`src/rtl/otter_iobus_timer.sv`:
```
// otter_iobus_timer: memory-mapped prescaled timer/compare responder on the OTTER IOBUS
module otter_iobus_timer #(
    parameter logic [31:0] BASE_ADDR = 32'h1100_0100,
    parameter int          PS_WIDTH  = 16
) (
    input  logic        CLK,
    input  logic        RST,
    input  logic [31:0] IOBUS_ADDR,
    input  logic [31:0] IOBUS_OUT,
    input  logic        IOBUS_WR,
    output logic [31:0] IOBUS_IN,
    output logic        INTR
);
    typedef enum logic {STOP, RUN} state_t;
    state_t state;
    logic en, auto_rl, irq_en, match;
    logic [PS_WIDTH-1:0] prescale, ps_cnt;
    logic [31:0] compare, count;
    logic sel, we, wr_ctrl, wr_cnt, tick, hit;
    logic [2:0] off;
    logic unused;

    assign sel = IOBUS_ADDR[31:5] == BASE_ADDR[31:5];
    assign off = IOBUS_ADDR[4:2];
    assign we = IOBUS_WR && sel;
    assign wr_ctrl = we && off == 3'd0;
    assign wr_cnt = we && off == 3'd3;
    assign tick = state == RUN && ps_cnt == prescale;
    // A CPU load of COUNT on a tick edge suppresses both the increment and the compare.
    assign hit = tick && !wr_cnt && count == compare;
    assign INTR = match & irq_en;
    assign unused = ^{IOBUS_ADDR[1:0], IOBUS_OUT};

    always_comb begin
        IOBUS_IN = !sel       ? 32'h0 :
                   off == 3'd0 ? {29'h0, irq_en, auto_rl, en} :
                   off == 3'd1 ? 32'(prescale) :
                   off == 3'd2 ? compare :
                   off == 3'd3 ? count :
                   off == 3'd4 ? {31'h0, match} : 32'h0;
    end

    always_ff @(posedge CLK or posedge RST) begin
        if (RST) begin
            state <= STOP;
            {irq_en, auto_rl, en} <= 3'b000;
            match <= 1'b0;
            prescale <= '0;
            ps_cnt <= '0;
            compare <= '0;
            count <= '0;
        end else begin
            if (state == RUN)
                ps_cnt <= tick ? '0 : ps_cnt + 1'b1;
            // A CTRL write overrides the one-shot auto-stop on the same edge.
            if (wr_ctrl) begin
                {irq_en, auto_rl, en} <= IOBUS_OUT[2:0];
                state <= IOBUS_OUT[0] ? RUN : STOP;
                if (state == STOP && IOBUS_OUT[0])
                    ps_cnt <= '0;
            end else if (hit && !auto_rl) begin
                en <= 1'b0;
                state <= STOP;
            end
            if (we && off == 3'd1)
                prescale <= IOBUS_OUT[PS_WIDTH-1:0];
            if (we && off == 3'd2)
                compare <= IOBUS_OUT;
            if (wr_cnt)
                count <= IOBUS_OUT;
            else if (tick)
                count <= hit ? (auto_rl ? '0 : count) : count + 1'b1;
            if (hit)
                match <= 1'b1;
            else if (we && off == 3'd4 && IOBUS_OUT[0])
                match <= 1'b0;
        end
    end
endmodule

```
`config.mk`:
```
export PLATFORM = sky130hd
export DESIGN_NAME = otter_iobus_timer
export DESIGN_NICKNAME = d
export VERILOG_FILES = /design/src/rtl/otter_iobus_timer.sv
export SDC_FILE = /design/constraint.sdc
export NUM_CORES = 1
export LEC_CHECK = 0
export CELL_PAD_IN_SITES_DETAIL_PLACEMENT = 2
export CELL_PAD_IN_SITES_GLOBAL_PLACEMENT = 2
export CORE_UTILIZATION = 30
export CTS_CLUSTER_DIAMETER = 30
export DETAILED_ROUTE_END_ITERATION = 8
export PLACE_DENSITY_LB_ADDON = 0.1
export SLEW_MARGIN = 20
export SYNTH_ARGS = -nofsm -noshare
export SYNTH_HDL_FRONTEND = slang
export SYNTH_SLANG_ARGS = --single-unit
```
`constraint.sdc`:
```
create_clock -name CLK -period 3.25 [get_ports CLK]
set_input_delay 0.65 -clock CLK [delete_from_list [all_inputs] [get_ports CLK]]
set_output_delay 0.65 -clock CLK [all_outputs]
set_load 0.1 [all_outputs]
```
Word level (Yosys, flattened, before mapping)
Index checks and enable logic that the tools add are counted.
{"block": "totals", "regBits": 101, "output_inout_bits": 33, "word_cells": 60}
{"block": "classes", "addsub": 2, "eq_ne": 8, "mux": 20, "bitwise": 2, "reduce_logical": 19}
{"op": "32-bit two-way mux", "count": 9}
{"op": "16-bit two-way mux", "count": 4}
{"op": "32-bit by 1-bit adder with 32-bit output, second input constant", "count": 1}
{"op": "32-bit equality test", "count": 1}
{"op": "27-bit by 24-bit equality test with 1-bit output, second input constant", "count": 1}
{"op": "16-bit by 1-bit adder with 16-bit output, second input constant", "count": 1}
{"op": "16-bit equality test", "count": 1}
{"op": "1-bit logical AND", "count": 12}
{"op": "1-bit two-way mux", "count": 7}
{"op": "3-bit by 2-bit equality test with 1-bit output, second input constant", "count": 2}
{"op": "2-bit nonzero test", "count": 3}
{"op": "3-bit by 1-bit equality test with 1-bit output, second input constant", "count": 1}
{"op": "3-bit equality test, second input constant", "count": 1}
{"op": "3-bit logical NOT", "count": 1}
{"op": "3-bit != test, second input constant", "count": 1}
{"op": "1-bit logical NOT", "count": 2}
{"op": "2-bit AND reduction", "count": 1}
{"op": "1-bit AND", "count": 1}
{"op": "1-bit inverter", "count": 1}

Depth between registers and ports, before layout
{"block": "depth", "ltp_word": 9, "ltp_mapped": 10, "depth_no_buf": 8}

Worst setup path before layout
No wires, ideal clock.
{"block": "synth_timing", "path_type": "input port to output port", "startpoint": "input IOBUS_ADDR[16]", "endpoint": "output IOBUS_IN[1]", "t_arrival_ns": 3.866, "required_time_ns": 2.600, "slack_ns": -1.266, "stages": 5, "n_path_buf": 0, "cell_sequence": "nor4b_1 > nand4_1 > nor4_4 > nand2b_1 > a211oi_1"}
{"block": "synth_via", "elab_chain_cells": 2}
{"element": "start: declaration", "line": "8", "text": "input logic [31:0] IOBUS_ADDR,"}
{"element": "27-bit by 24-bit equality test with 1-bit output", "line": "23", "text": "assign sel = IOBUS_ADDR[31:5] == BASE_ADDR[31:5];"}
{"element": "32-bit two-way mux", "line": "35", "text": "IOBUS_IN = !sel ? 32'h0 :"}
{"element": "end: declaration", "line": "11", "text": "output logic [31:0] IOBUS_IN,"}
No other way between the ends.

Worst setup path after layout
{"block": "layout_timing", "startpoint": "input IOBUS_ADDR[28]", "endpoint": "output IOBUS_IN[11]"}
Same word-level chain as after synthesis.

==> flow_summary.ini <==
[run_status]
status = finished, final reports clean

[global_routing]
grt_use_total = 0.243
antenna_found_initial = 0
grt_max_degree = 101
overflow = 0
grt_pass1_vias = 6704
grt_pass1_wl_um = 39900

[power_and_ir_drop]
p_comb_frac = 0.075
totalPowerFinal_mw = 2.65
internal-power_mw = 2.02
power.share.switching = 0.240
pwr-share-clk = 0.454
p_per_area_nw_per_um2 = 303
p_sw_uw = 636
power_frac_seq = 0.472
worst_ir_drop_vdd_mv = 0.233
p_leak_nw = 3.57

[clock_tree]
cts_max_path_buffers = 2
root_buffer = clkbuf_16
cts_buffers = 9
hold_buffers = 0
clk_pin_slew_ns = 0.07
cts_tree = yes
clock_latency_ns = 0.36
cts_sinks = 100
h-tree-depth = 3

[routing]
first_pass_iters = 4
wl_per_cell_um = 23.5
drt_iter0_drc = 178
vias_per_cell = 5.53
totalWireLength_um = 25000
vias = 5887
route.detailed.drc = 0
antenna_left = 0

[yosys]
yosysWarnings = 0
synth_area_per_cell_um2 = 9.34
synthArstFlopShare = 1.00
synth_seq_cells = 100
syn_nets = 745
synth_area_um2 = 6310
synth-edff-count = 0
synth-seq-area-share = 0.396
ys.flop_type = dfrtp_1
ys_types = 63
synthCells = 676

[floorplanning]
rows = 52
num_io_pins = 100
core_um2 = 20400
die-area_um2 = 21600
die_height_um = 147
die_x_um = 147
start_util = 0.309

[sta]
finalCriticalPeriod_ns = 3.14
tightest_slew_ns = 0.772
max_slew_margin = 0.484
skew_ns = 0.00899
hold_viol = 0
fmax_ghz = 0.319
fin_ws_ns = 0.113
setup_viol = 0
post-route-period-util = 0.965
rsz0062_at_grt = no
slew_viol_final = 0

[worst_setup_path]
reg2reg_slack_ns = 0.46
timing.rr.start = prescale[12]$_DFFE_PP0P_
critical_path_class = in -> out
cp_max_fo = 7
required_ns = 2.60
rr_worst_depth = 8
arrival_ns = 2.49
cp-end-kind = output pin
reg2reg_to = count[18]$_DFFE_PP0P_
start_kind = input pin

[placement]
place_congestion = 0.854
hpwlAfterDp_um = 18800
port_buffers = 97
place_ws_ns = -0.299
postPlaceCellArea_um2 = 8400

[cells_and_area]
fill_cells = 2194
drive_gt1_frac = 0.272
area_delta_synth_final_pct = 38.4
design_area_um2 = 8740
fin_nets = 858

[run]
maxCapViolCount = 0

[min_path]
hold_depth = 2
min_from = match$_DFFE_PP0P_
min_path_type = reg -> reg
holdPathEnd = match$_DFFE_PP0P_
worst max-delay path by stage:
stage / from / end / depth (start not counted)
floorplan: IOBUS_ADDR[17] / IOBUS_IN[16] / 5
global placement: IOBUS_ADDR[6] / count[30]$_DFFE_PP0P_ / 10
detailed placement: IOBUS_ADDR[8] / count[22]$_DFFE_PP0P_ / 10
CTS: IOBUS_ADDR[13] / IOBUS_IN[11] / 8
global route: IOBUS_ADDR[31] / IOBUS_IN[11] / 8
finish: IOBUS_ADDR[28] / IOBUS_IN[11] / 7
state kept, by name, summed over array words and instances, names as in the netlist:
register and count:
match 1, ps_cnt 16, irq_en 1, count 32, auto_rl 1, prescale 16
state 1, compare 32
what timing repair did:
action | CTS | global route
pin swaps | 10 | 9
gates resized for setup | 30 | 32
gates cloned | 1 | 0
endpoints found under the setup margin | 32 | 15
setup buffers | 1 | 1
synthesized netlist by cell type, drive strengths merged, types with 3 or more instances:
| cell | number | share of area |
|---|---|---|
| nor4b | 3 | 0.0042 |
| dfrtp | 100 | 0.40 |
| a211oi | 7 | 0.0083 |
| a21boi | 4 | 0.0048 |
| nand2 | 51 | 0.030 |
| nand3 | 28 | 0.022 |
| o31ai | 3 | 0.0036 |
| and3 | 15 | 0.015 |
| or4 | 4 | 0.0053 |
| nor3b | 4 | 0.0055 |
| a22oi | 34 | 0.040 |
| and4 | 6 | 0.0083 |
| and2 | 6 | 0.0059 |
| mux2 | 62 | 0.11 |
| a211o | 4 | 0.0055 |
| nand4 | 23 | 0.023 |
| a221o | 6 | 0.0095 |
| o2111ai | 4 | 0.0055 |
| o2bb2ai | 3 | 0.0042 |
| inv | 16 | 0.0095 |
| a21oi | 13 | 0.010 |
| or3 | 4 | 0.0040 |
| xnor2 | 45 | 0.062 |
| nand4b | 4 | 0.0055 |
| o21bai | 3 | 0.0036 |
| a31oi | 6 | 0.0059 |
| o41ai | 3 | 0.0042 |
| buf | 15 | 0.012 |
| o21ai | 21 | 0.017 |
| nor4 | 17 | 0.020 |
| nand3b | 4 | 0.0048 |
| clkbuf | 30 | 0.018 |
| nor3 | 10 | 0.0087 |
| nand2b | 3 | 0.0030 |
| xor2 | 17 | 0.024 |
| o211ai | 5 | 0.0059 |
| nor2 | 72 | 0.043 |
per-layer routing:
layer / share of wire / routed length (um) / vias up / global-route usage
met5: 0 / 0 / - / 0
met1: 0.44 / 11100 / 3060 / 0.308
met2: 0.52 / 12900 / 84 / 0.433
li1: - / - / 2712 / -
met3: 0.021 / 520 / 31 / 0.0227
met4: 0.020 / 489 / 0 / 0.0758
stage by stage:
step | util | std cells | hold slack [ns] | TNS, ns
CTS | 0.428 | 1063 | 0.546 | 0
global placement | 0.411 | 1045 | 0.520 | -5.84
global route | 0.428 | 1064 | 0.571 | 0
detailed placement | 0.411 | 1045 | 0.534 | -9.16
finish | 0.428 | 1065 | 0.542 | 0
floorplan | - | 676 | 0.474 | -5.92
power by group through the flow:
stage,sequential (mW),combinational (mW),clock (mW)
after floorplan,1.27,0.0646,0
after global placement,1.27,0.199,0
after detailed placement,1.27,0.205,0
after CTS,1.25,0.199,1.23
after global routing,1.25,0.212,1.27
final,1.25,0.198,1.20
cell usage in the layout (no fill, tap or decap), drive strengths merged, types with 10 or more instances in the layout:
master and n:
and3 15, nand3 28, a21oi 13, dfrtp 100
a22oi 34, nor4 17, nor3 10, nor2 72
xnor2 45, clkdlybuf4s50 40, xor2 17, nand4 23
buf 83, o21ai 21, inv 16, mux2 62
clkbuf 21, nand2 51
cells by family after synthesis:
family / Yosys count / synth area share
compound gates: 128 / 0.144
xor+xnor: 62 / 0.0860
fa+ha+maj: 2 / 0.00396
buf+inv: 61 / 0.0390
flops: 100 / 0.396
mux: 65 / 0.117
simple gates: 258 / 0.213
critical path, stage by stage:
cell and delay, ns:
clkdlybuf4s50_1 0.51, nand2b_4 0.08, nor4_4 0.29, nand2b_1 0.19, or2_4 0.41, nor2_4 0.15, buf_12 0.18
layout make-up:
cell class | instances | area, um2 | area share
Antenna cell | 1 | 2.50 | 0.000286
Clock buffer | 10 | 229 | 0.0262
Clock inverter | 6 | 86.3 | 0.00988
Inverter | 16 | 63.8 | 0.00730
Multi-Input combinational cell | 516 | 3820 | 0.438
Sequential cell | 100 | 2500 | 0.286
Tap cell | 270 | 338 | 0.0387
Timing Repair Buffer | 146 | 1690 | 0.194
No activity file was read; power rests on OpenSTA's default activity.
